[config.mk]
export PLATFORM = sky130hd
export DESIGN_NAME = seq_pattern_gen_flat
export DESIGN_NICKNAME = d
export VERILOG_FILES = /design/src/rtl/seq_pkg.sv /design/src/rtl/seq_pattern_gen_if.sv /design/src/rtl/seq_gen_shift.sv /design/src/rtl/seq_pattern_gen.sv /design/src/flat_wrapper.sv
export SDC_FILE = /design/constraint.sdc
export NUM_CORES = 1
export LEC_CHECK = 0
export CAP_MARGIN = 20
export CORE_MARGIN = 2
export CORE_UTILIZATION = 50
export CTS_CLUSTER_DIAMETER = 50
export DETAILED_ROUTE_END_ITERATION = 10
export GPL_TIMING_DRIVEN = 0
export MAX_ROUTING_LAYER = met4
export PLACE_DENSITY = 0.77
export SLEW_MARGIN = 20
export SYNTH_ARGS = -nofsm -noshare
export SYNTH_HDL_FRONTEND = slang
export SYNTH_SLANG_ARGS = --single-unit
export TNS_END_PERCENT = 5
[constraint.sdc]
create_clock -name clk -period 3.7 [get_ports clk]
set_input_delay 0.74 -clock clk [delete_from_list [all_inputs] [get_ports clk]]
set_output_delay 0.74 -clock clk [all_outputs]
set_load 0.02 [all_outputs]
[src/rtl/seq_pkg.sv]
// seq_pkg: state encoding and default pattern shared by the pattern generator and detector
//   exports: seq_state_t (IDLE/SEND/GAP/DONE), DEF_PAT_W, DEF_PATTERN
package seq_pkg;
    typedef enum logic [1:0] {IDLE, SEND, GAP, DONE} seq_state_t;
    localparam int DEF_PAT_W = 4;
    localparam logic [DEF_PAT_W-1:0] DEF_PATTERN = 4'b1111;
endpackage

[src/rtl/seq_pattern_gen_if.sv]
// seq_pattern_gen_if: control and serial-output bundle of the pattern generator
//   master: drives start/rep_cnt/gap_len/abort, observes dout/dout_valid/frame_sof/busy/done
//   slave:  the generator side of the same signals
interface seq_pattern_gen_if #(
    parameter int REP_W = 8,
    parameter int GAP_W = 4
);
    logic             start;
    logic             abort;
    logic [REP_W-1:0] rep_cnt;
    logic [GAP_W-1:0] gap_len;
    logic             dout;
    logic             dout_valid;
    logic             frame_sof;
    logic             busy;
    logic             done;
    modport master (
        output start, abort, rep_cnt, gap_len,
        input  dout, dout_valid, frame_sof, busy, done
    );
    modport slave (
        input  start, abort, rep_cnt, gap_len,
        output dout, dout_valid, frame_sof, busy, done
    );
endinterface

[src/rtl/seq_gen_shift.sv]
// seq_gen_shift: MSB-first pattern shifter with bit index and last-bit flag
//   in:  clk, reset, load (restart at bit 0), shift (advance one bit)
//   out: nxt_bit (pattern bit after the one on air), last (bit on air is the final one)
module seq_gen_shift #(
    parameter int               PAT_W   = 4,
    parameter logic [PAT_W-1:0] PATTERN = '1
) (
    input  logic clk,
    input  logic reset,
    input  logic load,
    input  logic shift,
    output logic nxt_bit,
    output logic last
);
    localparam int IW = $clog2(PAT_W);
    logic [PAT_W-1:0] sr;
    logic [IW-1:0]    idx;
    // the parent puts bit 0 on air itself, so the register holds the bits still to come
    always_ff @(posedge clk or posedge reset) begin
        if (reset) begin
            sr  <= '0;
            idx <= '0;
        end else if (load) begin
            sr  <= PATTERN << 1;
            idx <= '0;
        end else if (shift) begin
            sr  <= sr << 1;
            idx <= idx + 1'b1;
        end
    end
    assign nxt_bit = sr[PAT_W-1];
    assign last    = idx == IW'(PAT_W - 1);
endmodule

[src/rtl/seq_pattern_gen.sv]
// seq_pattern_gen: repeats a fixed pattern MSB-first on a serial line with idle gaps between frames
//   in:  clk, reset (async, active-high)
//   bus: slave side of seq_pattern_gen_if (start/rep_cnt/gap_len/abort in; dout/dout_valid/frame_sof/busy/done out)
module seq_pattern_gen
    import seq_pkg::*;
#(
    parameter int               PAT_W   = DEF_PAT_W,
    parameter logic [PAT_W-1:0] PATTERN = PAT_W'(DEF_PATTERN),
    parameter int               REP_W   = 8,
    parameter int               GAP_W   = 4
) (
    input logic               clk,
    input logic               reset,
    seq_pattern_gen_if.slave  bus
);
    seq_state_t       state;
    logic [REP_W-1:0] rem;
    logic [GAP_W-1:0] gap_l;
    logic [GAP_W-1:0] gcnt;
    logic             go;
    logic             rearm;
    logic             load;
    logic             shift;
    logic             nxt_bit;
    logic             last;
    assign go    = bus.start && bus.rep_cnt != '0;
    assign rearm = (state == SEND && last && rem != '0 && gap_l == '0) || (state == GAP && gcnt == '0);
    assign load  = (state == IDLE && go) || (rearm && !bus.abort);
    assign shift = state == SEND && !last && !bus.abort;
    seq_gen_shift #(.PAT_W(PAT_W), .PATTERN(PATTERN)) u_shift (
        .clk    (clk),
        .reset  (reset),
        .load   (load),
        .shift  (shift),
        .nxt_bit(nxt_bit),
        .last   (last)
    );
    // rem counts repetitions still owed after the one currently on air
    always_ff @(posedge clk or posedge reset) begin
        if (reset) begin
            state          <= IDLE;
            rem            <= '0;
            gap_l          <= '0;
            gcnt           <= '0;
            bus.dout       <= 1'b0;
            bus.dout_valid <= 1'b0;
            bus.frame_sof  <= 1'b0;
            bus.busy       <= 1'b0;
            bus.done       <= 1'b0;
        end else if (state != IDLE && bus.abort) begin
            state          <= IDLE;
            bus.dout       <= 1'b0;
            bus.dout_valid <= 1'b0;
            bus.frame_sof  <= 1'b0;
            bus.busy       <= 1'b0;
            bus.done       <= 1'b0;
        end else begin
            bus.frame_sof <= 1'b0;
            bus.done      <= 1'b0;
            case (state)
                IDLE: if (go) begin
                    state          <= SEND;
                    rem            <= bus.rep_cnt - 1'b1;
                    gap_l          <= bus.gap_len;
                    bus.dout       <= PATTERN[PAT_W-1];
                    bus.dout_valid <= 1'b1;
                    bus.frame_sof  <= 1'b1;
                    bus.busy       <= 1'b1;
                end
                SEND: if (!last) begin
                    bus.dout <= nxt_bit;
                end else if (rem == '0) begin
                    state          <= DONE;
                    bus.dout       <= 1'b0;
                    bus.dout_valid <= 1'b0;
                    bus.done       <= 1'b1;
                end else begin
                    rem <= rem - 1'b1;
                    if (gap_l != '0) begin
                        state          <= GAP;
                        gcnt           <= gap_l - 1'b1;
                        bus.dout       <= 1'b0;
                        bus.dout_valid <= 1'b0;
                    end else begin
                        bus.dout      <= PATTERN[PAT_W-1];
                        bus.frame_sof <= 1'b1;
                    end
                end
                GAP: if (gcnt == '0) begin
                    state          <= SEND;
                    bus.dout       <= PATTERN[PAT_W-1];
                    bus.dout_valid <= 1'b1;
                    bus.frame_sof  <= 1'b1;
                end else begin
                    gcnt <= gcnt - 1'b1;
                end
                DONE: begin
                    state    <= IDLE;
                    bus.busy <= 1'b0;
                end
                default: state <= IDLE;
            endcase
        end
    end
endmodule
[src/flat_wrapper.sv]
// flat-port wrapper written by rule: the top's interface ports become plain ports
module seq_pattern_gen_flat import seq_pkg::*;
#(
    parameter int               PAT_W   = DEF_PAT_W,
    parameter logic [PAT_W-1:0] PATTERN = PAT_W'(DEF_PATTERN),
    parameter int               REP_W   = 8,
    parameter int               GAP_W   = 4
)
  (clk, reset, bus_start, bus_abort, bus_rep_cnt, bus_gap_len, bus_dout, bus_dout_valid, bus_frame_sof, bus_busy, bus_done);
  seq_pattern_gen_if #(.REP_W(REP_W), .GAP_W(GAP_W)) bus_i ();
  input logic clk;
  input logic reset;
  input wire logic [$bits(bus_i.start)-1:0] bus_start;
  input wire logic [$bits(bus_i.abort)-1:0] bus_abort;
  input wire logic [$bits(bus_i.rep_cnt)-1:0] bus_rep_cnt;
  input wire logic [$bits(bus_i.gap_len)-1:0] bus_gap_len;
  output wire logic [$bits(bus_i.dout)-1:0] bus_dout;
  output wire logic [$bits(bus_i.dout_valid)-1:0] bus_dout_valid;
  output wire logic [$bits(bus_i.frame_sof)-1:0] bus_frame_sof;
  output wire logic [$bits(bus_i.busy)-1:0] bus_busy;
  output wire logic [$bits(bus_i.done)-1:0] bus_done;
  assign bus_i.start = bus_start;
  assign bus_i.abort = bus_abort;
  assign bus_i.rep_cnt = bus_rep_cnt;
  assign bus_i.gap_len = bus_gap_len;
  assign bus_dout = bus_i.dout;
  assign bus_dout_valid = bus_i.dout_valid;
  assign bus_frame_sof = bus_i.frame_sof;
  assign bus_busy = bus_i.busy;
  assign bus_done = bus_i.done;
  seq_pattern_gen #(.PAT_W(PAT_W), .PATTERN(PATTERN), .REP_W(REP_W), .GAP_W(GAP_W)) u_core (.clk(clk), .reset(reset), .bus(bus_i));
endmodule
==> results by stage, run 1 <==
Worst setup path:
- The worst setup path is captured at a flop.
- STA puts the critical path data required time at between 3 and 4 ns.
- The critical register-to-register path startpoint is u_core.state[0].
- The start-to-end type of the worst setup path is reg2reg.
- Of all nets on the critical path, the largest fanout is 10.
- The critical path goes through clkbuf_1 > nand2b_1 > clkbuf_1 > mux2i_1 > ha_1 > buf_1 > nand2_1 > o21ai_0 > mux2i_1 > o21ai_0.
- The cell count of the worst reg-to-reg path is 10.
- The signal arrival time at the worst endpoint is between 3 and 4 ns.
- The category of the worst setup path launch point is a flop.
- The cell with the largest stage delay on the worst path is dfrtp_1.
- The cell family contributing the most delay on the critical path is buffers and inverters.
- Counting both buffers and inverters, the worst setup path holds a total of 3.
- The launch point of the worst path is u_core.state[0].
- For flop-to-flop paths, the worst setup slack is 0.74 ns.
- The end of the worst register-to-register path is u_core.rem[6].
- The largest stage delay on the critical path is 0.44 ns.

STA:
- The clock skew after layout is 0.00553 ns.
- The number of hold violations in the final report is 0.
- The final worst setup slack is 0.742 ns.
- On the final layout, the worst hold slack is around 0.5 ns.
- In the finished design, the share of the clock period the worst path needs comes to 0.799.
- The final setup TNS is 0 ns.
- Setup violations remaining at the end of the flow were counted as 0.
- Headroom to the max-slew limit came out at 0.595.
- At the pin with the least slew margin, the transition time is 0.604 ns.
- Timing would allow up to 338 MHz.
- The minimum clock period is 2.96 ns.
- Setup repair after global routing left no endpoint under its margin.
- The final count of pins violating max slew is 0.

Detailed routing:
- The total wire length is approximately 4000 um.
- The first routing iteration left 150 violations.
- The remaining antenna violation count is 0.
- The count of TritonRoute iterations in the first routing pass is 4.
- After detailed routing, the number of remaining DRC violations is 0.
- The detailed-route via count is around 1500.
- The number of vias per cell is 5.95.
- After detailed routing, the average wire length per cell comes to around 15 um.

GRT:
- Across every metal layer, demand over resource in global routing totals 0.239.
- The maximum number of pins on one net before global-route repair is 29.
- The via count of the first global-routing pass is ~1600.
- The initial antenna violation count came to 0.
- The final global-route overflow total is 0.
- The first global-routing pass estimated between 7000 and 8000 um of wire.

Logic synthesis:
- The area of the mapped netlist is approximately 1700 um2.
- The cell count after synthesis is around 190.
- The flip-flop and latch count after synthesis is 28.
- The most frequently used flop master after synthesis is dfrtp_1.
- The proportion of synthesized chip area in sequential cells is 0.413.
- The async set-reset flop share out of synthesis is 1.00.
- Yosys mapped a number of flops with a built-in enable equal to 0.
- The number of distinct library cells after synthesis is 48.
- A synthesized cell averages 8.98 um2.
- The total number of yosys warnings is 0.
- The number of nets handed over by synthesis was between 200 and 250.

Power:
- Power spread over the standard cell area amounts to 771 nW/um2.
- The total chip power is about 1.5 mW.
- For this design the static power due to leakage is about 0.82 nW.
- The largest vdd supply drop is 332 uV.

Clock tree:
- The TritonCTS buffer count is 3.
- Counting every sink on the clock net gives 28.
- At the later pin of the worst-skew pair, clock insertion delay measures about 0.35 ns.
- The number of hold buffers added after CTS was 0.
- TritonCTS built the clock tree.
- In this run the number of H-tree levels came out at 1.
- Gates resized during post-CTS repair numbered 0.
- The maximum root-to-sink buffer count is 2.
- The clock root buffer is clkbuf_4.
- The clock-pin transition on the worst setup and hold timing paths is roughly 0.16 ns.
- Once the clock tree was built, the setup fixing pass inserted 0 buffers.

Hold path:
- The end of the worst hold path is u_core.bus.dout.
- In this run the most critical hold path is launched from u_core.bus.dout.
- The number of instances on the worst hold path is 1.
- The worst hold path belongs to the class reg2reg.

Final layout:
- The layout has about 300 filler cells.
- The net count reported at finish is between 200 and 250.
- Measured on the finished design, the core utilization comes to 0.611.
- The count of inserted antenna diode cells is 0.
- The area growth from synthesis to layout is 18.3%.
- The number of standard cells in the layout, taps in and fillers out is roughly 260.
- Of the cells placed in the final design, the portion with a size suffix greater than 1 is 0.0798.
- The post-route cell area is about 2000 um2.

Die:
- The core box area is ~3300 um2.
- The die width is 62.3 um.
- Measured along the y axis, the die boundary spans 62.3 um.
- The I/O pin count is 21.
- The initial core utilization is 0.517.
- In this run the core area contains 21 standard-cell rows.
- The die covers slightly below 4000 um2.

Placed design:
- Including well taps, the total number of placed cells is 255.
- The number of port buffers is 20.
- Detailed placement finished with a half-perimeter wire length of a little over 3000 um.
- The weighted congestion at the end of routability-driven global placement is a little under 1.
- Once placement finished, the instance area stood at between 1500 and 2000 um2.
- At the placement stage, the worst setup path has a slack of 0.563 ns.

Outcome:
- The run finished with clean final reports.

Job:
- The number of max-cap violations is 0.
==> layout make-up <==
| type | count | area [um2] | share of cell area |
|---|---|---|---|
| Buffer | 9 | 35.0 | 0.0175 |
| Clock buffer | 3 | 22.5 | 0.0112 |
| Clock inverter | 1 | 30.0 | 0.0150 |
| Inverter | 5 | 18.8 | 0.00935 |
| Multi-Input combinational cell | 147 | 942 | 0.469 |
| Sequential cell | 28 | 701 | 0.349 |
| Tap cell | 46 | 57.6 | 0.0287 |
| Timing Repair Buffer | 20 | 200 | 0.0998 |
==> power breakdown <==
part | switching (mW) | leakage, nW | internal [mW]
clock network | 0.0984 | 0.0279 | 0.110
logic | 0.412 | 0.465 | 0.341
registers | 0.141 | 0.332 | 0.444
==> cells by family (layout without fill, tap and decap cells) <==
| group | after synthesis | count (layout) | synth area share |
|---|---|---|---|
| adders and majority gates | 3 | 3 | 0.0221 |
| and+or+nand+nor | 79 | 79 | 0.247 |
| xor gates and xnor gates | 2 | 2 | 0.0103 |
| DFF | 28 | 28 | 0.413 |
| buffers and inverters | 14 | 38 | 0.0317 |
| AOI/OAI and AO/OA | 52 | 52 | 0.208 |
| muxes | 11 | 11 | 0.0678 |
==> flip-flops by register name, indices dropped and copies added (netlist names) <==
name and count:
u_core.bus.dout 1, u_core.bus.busy 1, u_core.state 2, u_core.gap_l 4, u_core.bus.done 1, u_core.bus.dout_valid 1, u_core.gcnt 4, u_core.u_shift.sr 3
u_core.bus.frame_sof 1, u_core.u_shift.idx 2, u_core.rem 8
==> cells in the mapped netlist (3+ instances only) <==
master,number,area (um2)
a211oi_1,4,30.0
a21oi_1,12,60.1
clkbuf_1,7,26.3
dfrtp_1,28,701
ha_1,3,37.5
inv_1,5,18.8
mux2_2,4,45.0
mux2i_1,7,70.1
nand2_1,18,67.6
nand2b_1,3,18.8
nor2_1,16,60.1
nor3_1,15,75.1
nor3b_1,3,22.5
nor4_1,4,25.0
o21a_1,4,30.0
o21ai_0,10,50.1
or3_1,3,18.8
or4_1,4,30.0
==> worst max-delay path by stage <==
stage | to | depth (start not counted)
after floorplan | u_core.rem[0] | 6
after global placement | u_core.rem[0] | 7
after detailed placement | u_core.rem[0] | 7
after CTS | u_core.rem[6] | 10
after global routing | u_core.rem[6] | 10
final | u_core.rem[6] | 10
==> routing by layer <==
layer  up-vias  GRT usage  routed length (um)
met4         0     0.0889                  67
met5         -          -                   0
li1        755          -                   -
met3         7     0.0399                 186
met1       741      0.299                1690
met2        37      0.391                2060
==> layout by cell type (no fill, tap or decap), drive strengths merged, types with 3 or more instances in the layout <==
cell type      count
a211oi             4
a21oi             12
clkbuf            10
clkdlybuf4s50     20
dfrtp             28
ha                 3
inv                5
mux2               4
mux2i              7
nand2             18
nand2b             3
nor2              17
nor3              15
nor3b              3
nor4               4
o21a               4
o21ai             11
or3                4
or4                5
(Power assumes the default switching activity.)
==> run 2: changes to the inputs <==
--- a/config.mk
+++ b/config.mk
@@ -12,7 +12,7 @@
 export DETAILED_ROUTE_END_ITERATION = 10
 export GPL_TIMING_DRIVEN = 0
 export MAX_ROUTING_LAYER = met4
-export PLACE_DENSITY = 0.77
+export PLACE_DENSITY = 0.8
 export SLEW_MARGIN = 20
 export SYNTH_ARGS = -nofsm -noshare
 export SYNTH_HDL_FRONTEND = slang
==> constraint.sdc (replaced) <==
create_clock -name clk -period 2.6 [get_ports clk]
set_input_delay 0.52 -clock clk [delete_from_list [all_inputs] [get_ports clk]]
set_output_delay 0.52 -clock clk [all_outputs]
set_load 0.02 [all_outputs]
==> run 2 against run 1 <==
Clock skew about the same. Critical path depth down 3. Sequential cell count unchanged. Hold slack worse by 0.00086 ns. Highest routed layer unchanged.
==> results by stage, run 2 (synthesized netlist as in run 1, its figures left out) <==
Placed design:
- Buffers placed on the I/O ports in this run total 20.
- The weighted congestion at the end of routability-driven global placement is about 0.83.
- The detailed placement HPWL is around 2700 um.

STA:
- Setup repair after global routing could not meet its margin everywhere.
- The headroom to the max-slew limit is 0.558.
- The minimum clock period is roughly 2.5 ns.
- The share of the clock period used by the worst path after layout is 0.968.
- The final-layout worst hold slack is slightly above 0.5 ns.
- The fmax is 397 MHz.
- After routing, the total negative slack on setup checks comes to 0 ns.
- The transition time of the tightest slew-check pin is ~0.66 ns.
- The final count of pins violating max slew came to 0.
- The number of hold violations in the final report is 0.
- The clock skew after layout is 0.00571 ns.
- The final setup violation count is 0.

GRT:
- The via count of the first global-routing pass is around 1400.
- The maximum number of pins on one net before global-route repair is 17.
- The wire length of the first global-routing pass is 6470 um.
- The initial antenna violation count is 0.
- Across every metal layer, demand over resource in global routing totals 0.211.
- The total overflow left after global routing is 0.

Final layout:
- 0 antenna diodes ended up in the layout.
- In the final layout, the registers with the most flip-flops are u_core.rem: 8 flops, u_core.gap_l: 4 flops, u_core.gcnt: 4 flops.
- The fraction of final layout cells with drive strength greater than 1 is 0.0986.
- The area taken by flip-flops and latches is around 700 um2.
- In the final layout, the multi-input gates occupy 956 um2.
- The library cells used most frequently in the layout, excluding fill and tap cells, are dfrtp_1 (28), clkdlybuf4s50_1 (20), nand2_1 (18).
- The area added between synthesis and finish is 19.9%.
- Leaving out fill and tap cells, the most frequent cell in the layout is dfrtp_1.
- The number of fillers in the final layout is about 290.
- The register with the most flip-flops in the layout has 8 of them.
- The net count reported at finish is about 230.
- The largest register by flop count is u_core.rem.

Detailed routing:
- The number of vias per cell is 5.78.
- The detailed-route via count is 1496.
- The total wire length is roughly 3700 um.
- The DRC violation count after routing is 0.
- The number of DRC markers in iteration 0 is just under 80.
- The average wire per standard cell is 14.2 um.
- The remaining antenna violation count is 0.
- The first detailed-routing pass took 4 iterations.

Clock tree:
- At the later pin of the worst-skew pair, clock insertion delay measures about 0.34 ns.
- The longest clock path from root to sink contains 2 buffers.
- For this design, the sink count on the clock tree is 28.
- The TritonCTS buffer count is 3.
- CTS built an H-tree with a depth of 1.
- Clock-pin slew was measured on the worst setup and hold paths at about 0.16 ns.
- The quantity of hold-fixing buffers added after cts is 0.
- The cell sitting at the root of the clock tree is a clkbuf_4.
- The CTS tree is done.
- The number of buffers inserted to repair setup after CTS is 0.

Job:
- The number of max-cap violations is 0.

Die:
- For this configuration, the core starts out at a cell density of 0.517.
- In this run the standard cell core region covers between 3000 and 4000 um2.
- The I/O pin count is 21.
- The die covers just under 4000 um2.
- In this run the vertical extent of the chip is roughly 62 um.
- The die is a little over 60 um wide.
- After floorplanning, the core was divided into 21 placement rows.

Worst setup path:
- STA classifies the critical path startpoint as an input pin.
- The critical register-to-register path startpoint is u_core.u_shift.idx[0].
- The critical path is of the in2reg type.
- The worst register-to-register path ends at u_core.gcnt[2].
- The cell count of the worst reg-to-reg path is 6.
- For the worst setup path, the data arrival time is 2.78 ns.
- On the worst path, the slowest cell contributes a delay of between 0.5 and 0.6 ns.
- Of all nets on the critical path, the largest fanout is 8.
- The data required time at the worst endpoint is ~2.9 ns.
- The worst setup path is captured at a flop.
- The cell with the largest stage delay on the worst path is o21ai_1.
- The register-to-register setup slack is roughly 0.18 ns.
- Among the stages of the critical path, the cell type that occurs most often is a211oi_1.
- The critical path goes through clkdlybuf4s50_1 > or4_1 > clkbuf_1 > o21ai_1 > a211oi_1 > o21ba_2 > a211oi_1.

Hold path:
- The worst hold path belongs to the class in2async.

Outcome:
- The flow ran to the end, and the final reports show no timing, DRC or antenna violations.

Power:
- The leakage power total is about 0.84 nW.
- The total chip power is about 2.2 mW.
- The largest vdd supply drop is 519 uV.
- The power per unit of standard cell area is roughly 1100 nW/um2.
==> run 2: cell counts in the layout (fill, tap and decap cells not counted) <==
Identical to the previous run, type by type.
==> run 2: worst max-delay path by stage <==
stage	slack [ns]	from	end
4_1_cts	0.02	u_core.state[0]	u_core.rem[6]
5_1_grt	-0.04	bus_rep_cnt[4]	u_core.rem[4]
6_report	0.08	bus_rep_cnt[4]	u_core.rem[4]
3_3_place_gp	-0.28	bus_abort	u_core.gcnt[2]
2_1_floorplan	0.26	u_core.state[0]	u_core.rem[6]
3_5_place_dp	-0.29	bus_rep_cnt[4]	u_core.rem[0]
==> run 2: power breakdown <==
group          internal, mW  leakage (nW)  switching [mW]
Combinational         0.500         0.479           0.563
Sequential            0.632         0.332           0.201
Clock                 0.156        0.0279           0.136
==> run 2: critical path: cells and delay by family <==
kind | cells | cell delay [ns]
AO/OA/AOI/OAI | 4 | 1.06
buffers and inverters | 2 | 0.67
AND/OR/NAND/NOR | 1 | 0.53
==> run 2: area by class of cell <==
class | count | share of cell area
plain buffers | 8 | 0.0166
clock buffers | 3 | 0.0111
clock inverters | 1 | 0.0148
inverters | 5 | 0.00923
multi-input cells | 147 | 0.470
flip-flops and latches | 28 | 0.344
well taps | 46 | 0.0283
repair buffers | 21 | 0.106
==> run 2: routing by layer <==
| layer | wire length, um | vias up | share of wire | track usage |
|---|---|---|---|---|
| met2 | 1660 | 26 | 0.45 | 0.319 |
| met3 | 109 | 7 | 0.030 | 0.0163 |
| met4 | 55 | 0 | 0.015 | 0.0611 |
| met5 | 0 | - | 0 | - |
| li1 | - | 758 | - | - |
| met1 | 1850 | 705 | 0.50 | 0.306 |
==> run 2: metrics by stage <==
step	cells	cell area, um2	util	setup slack (ns)
after CTS	260	2020	0.616	0.0225
after detailed placement	256	1970	0.600	-0.286
after global placement	255	1950	0.595	-0.284
after floorplan	189	1700	-	0.256
final	259	2030	0.619	0.0820
after global routing	259	2030	0.619	-0.0436
==> run 2: repair_timing <==
| item | CTS | global route |
|---|---|---|
| cloned | 0 | 0 |
| setup endpoints to repair | 3 | 6 |
| resized for setup | 2 | 3 |
==> run 3: changes to the inputs <==
--- a/config.mk
+++ b/config.mk
@@ -12,9 +12,10 @@
 export DETAILED_ROUTE_END_ITERATION = 10
 export GPL_TIMING_DRIVEN = 0
 export MAX_ROUTING_LAYER = met4
-export PLACE_DENSITY = 0.8
+export PLACE_DENSITY = 0.79
 export SLEW_MARGIN = 20
 export SYNTH_ARGS = -nofsm -noshare
 export SYNTH_HDL_FRONTEND = slang
+export SYNTH_HIERARCHICAL = 1
 export SYNTH_SLANG_ARGS = --single-unit
 export TNS_END_PERCENT = 5
==> run 3 against run 2 <==
Synthesized cell count rose by 11%. Maximum frequency up 2.3%. Via count rose by 9.2%. Area after synthesis rose by 7.9%. Highest routed layer unchanged. Critical path type is now reg2reg.
==> results by stage, run 3 <==
STA:
- The clock arrives with 0.00382 ns of skew.
- Setup total negative slack on the finished layout was measured at 0 ns.
- The transition time of the tightest slew-check pin is 0.858 ns.
- Dividing the final minimum period by the clock period gives 0.947.
- The final count of pins violating max slew is 0.
- The clock period could shrink to 2.46 ns.
- Based on the critical path, the design can be clocked at up to slightly above 400 MHz.
- Setup violations remaining at the end of the flow were counted as 0.
- The number of hold violations in the final report came to 0.
- The headroom to the max-slew limit is 0.427.
- Setup repair after global routing could not meet its margin everywhere.

Logic synthesis:
- The average instance in the mapped netlist occupies approximately 8.8 um2.
- The async set-reset flop share out of synthesis is 1.00.
- When the netlist entered floorplanning its net count stood at roughly 230.
- By area the synthesized netlist is led by dfrtp_1 (38%), nand2_1 (5.7%), ha_1 (4.8%).
- Counting flops with a built-in enable in the synthesized netlist gives 0.
- The total number of yosys warnings is 6.
- Counting instances in the post-synthesis netlist gives the leading cell types as dfrtp_1 (28), nand2_1 (28), o21ai_0 (17).
- In this run, synthesis produced a sequential element count of 28.
- The number of different library cells used by synthesis comes to between 40 and 50.
- The proportion of synthesized chip area in sequential cells is 0.383.
- The area of the mapped netlist is between 1500 and 2000 um2.
- dfrtp_1 takes more of the synthesized area than any other cell.
- The cell count after synthesis is approximately 210.
- The share of synthesized area in the top cell type comes to 0.383.
- The most frequently used flop master after synthesis is dfrtp_1.

Clock tree:
- The clock root buffer is clkbuf_4.
- Counting along the longest clock path gives a buffer depth of 2.
- Clock-pin slew was measured on the worst setup and hold paths at between 0.1 and 0.15 ns.
- The TritonCTS buffer count is 3.
- The number of levels in the clock H-tree is 1.
- TritonCTS built the clock tree.
- The number of hold buffers added after CTS was 0.
- The clock latency on the worst-skew pair is about 0.33 ns.
- The clock sink total is 28.

Worst setup path:
- Data on the critical path is required at its endpoint by between 2 and 3 ns.
- The critical path is of the reg2reg type.
- The kind of end point of the critical path is a flop.
- The signal arrival time at the worst endpoint is about 2.7 ns.
- In this run the worst path has a maximum fanout of 10.
- The worst setup path is launched from a flop.

GRT:
- The maximum number of pins on one net before global-route repair is 24.
- The first global-routing pass estimated a little over 7000 um of wire.
- The via count of the first global-routing pass was about 1600.
- The initial antenna violation count came to 0.
- Global routing finished with a remaining overflow of 0.
- For this run, the total global-route usage over all layers was measured as 0.231.

Job:
- Max-cap violations in this run came to 0.

Power:
- The share of total power dissipated in the clock network is 0.110.
- The largest vdd supply drop is a little over 600 uV.
- The design draws ~2.5 mW.
- Summed over all nets, the switching power comes to between 1 and 1.5 mW.
- The share of total power dissipated in combinational logic is 0.564.
- Cell internal power was estimated by the tool at approximately 1.4 mW.
- For this design the static power due to leakage is between 0.8 and 0.9 nW.
- The switching share of total power is 0.436.
- The share of total power dissipated in sequential elements is 0.327.
- The power per unit of standard cell area is 1170 nW/um2.

Die:
- In this run the horizontal extent of the chip is 64.5 um.
- After floorplanning, the core was divided into 21 placement rows.
- The core box area is around 3400 um2.
- The vertical extent of the die is approximately 65 um.
- The overall die area is approximately 4200 um2.
- The initial core utilization is 0.536.
- The I/O pin count is 21.

Detailed routing:
- The count of TritonRoute iterations in the first routing pass is 4.
- The number of DRC markers in iteration 0 is 74.
- The number of vias per cell is slightly below 6.
- The DRC violation count after routing is 0.
- The remaining antenna violation count is 0.
- The average wire per standard cell is about 15 um.
- The total wire length is 4280 um.
- The detailed-route via count is 1634.

Final layout:
- The net count reported at finish is roughly 260.
- The post-route cell area is roughly 2200 um2.
- The most common cell after layout, fill and taps aside is nand2_1.
- The number of antenna diodes in the final layout is 0.
- Leaving out fill and tap cells, the most frequent cells in the layout are nand2_1 (28), dfrtp_1 (27), clkdlybuf4s50_1 (20).
- The number of fillers in the final layout is around 310.
- The core occupancy in the finished layout is 0.633.
- The flip-flop count of the largest register, all copies and words added is 8.
- The largest register by flop count is u_core/rem.
- Of the cells placed in the final design, the portion with a size suffix greater than 1 is 0.0987.
- The largest registers in the layout are u_core/rem: 8 flops, u_core/gap_l: 4 flops, u_core/gcnt: 4 flops.
- The area added between synthesis and finish is 18.0%.

Placed design:
- After legalization and detailed placement, the total HPWL measured between 3000 and 4000 um.
- The weighted congestion at the end of routability-driven global placement is between 0.8 and 0.9.
- Once placement finished, the instance area stood at roughly 2100 um2.
- The number of port buffers is 20.

Hold path:
- The worst hold path belongs to the class in2async.

Outcome:
- The flow ran to the end, and the final reports show no timing, DRC or antenna violations.
==> run 3: final cells by class <==
type | count | area (um2) | area share
Clock buffer | 3 | 22.5 | 0.0104
Inverter | 11 | 41.3 | 0.0191
Clock inverter | 1 | 30.0 | 0.0139
Buffer | 6 | 43.8 | 0.0203
Timing Repair Buffer | 21 | 208 | 0.0961
Tap cell | 46 | 57.6 | 0.0266
Sequential cell | 28 | 702 | 0.325
Multi-Input combinational cell | 163 | 1060 | 0.489
==> run 3: stage by stage <==
stage          std cells  hold WS (ns)  setup slack, ns
2_1_floorplan        209         0.299           0.0708
3_3_place_gp         275         0.453           -0.362
3_5_place_dp         275         0.463           -0.439
4_1_cts              278         0.381           0.0542
5_1_grt              279         0.414          -0.0542
6_report             279         0.396            0.138
==> run 3: power groups by stage <==
| stage | registers, mW | clock network [mW] | logic, mW |
|---|---|---|---|
| 2_1_floorplan | 0.815 | 0 | 1.02 |
| 3_3_place_gp | 0.823 | 0 | 1.33 |
| 3_5_place_dp | 0.832 | 0 | 1.38 |
| 4_1_cts | 0.822 | 0.290 | 1.39 |
| 5_1_grt | 0.856 | 0.308 | 1.59 |
| 6_report | 0.828 | 0.278 | 1.43 |
==> run 3: kinds of logic (layout without fill, tap and decap cells) <==
family                     after synthesis  in the layout  share of synthesized area
AOI/OAI and AO/OA                       63             63                      0.228
xor gates and xnor gates                 4              4                     0.0191
adders and majority gates                7              7                     0.0478
buffers and inverters                   18             42                     0.0465
DFF                                     28             28                      0.383
muxes                                   11             11                     0.0622
and+or+nand+nor                         78             78                      0.213
==> run 3: final timing paths <==
| path | from | cells past startpoint | end | slack (ns) |
|---|---|---|---|---|
| setup reg to reg | u_core/state[0] | 8 | u_core/gcnt[3] | 0.14 |
| min in group clk | u_core/u_shift/sr[1] | 1 | u_core/u_shift/sr[1] | 0.50 |
| hold reg to reg | u_core/u_shift/sr[1] | 1 | u_core/u_shift/sr[1] | 0.50 |
| setup / recovery | u_core/state[0] | 8 | u_core/gcnt[3] | 0.14 |
| max in group asynchronous | reset | 2 | u_core/state[1] | 1.34 |
| hold / removal | reset | 2 | u_core/u_shift/idx[1] | 0.40 |
==> run 3: metal layers <==
metal	global-route usage	vias up	share of wire
met1	0.312	783	0.47
li1	-	813	-
met4	0.0851	0	0.015
met2	0.354	32	0.48
met3	0.0330	6	0.038
met5	-	-	0
==> run 3: critical path, stage by stage (launching register included) <==
cell,delay [ns]
dfrtp_1,0.43
inv_1,0.13
ha_1,0.15
clkbuf_1,0.32
mux2i_1,0.38
nand4_1,0.21
or3b_2,0.48
a31oi_1,0.19
a21oi_1,0.06
==> run 3: what timing repair did <==
item,4_1_cts,5_1_grt
buffers inserted,0,1
gates resized for setup,2,8
gates cloned,0,0
setup endpoints to repair,3,5
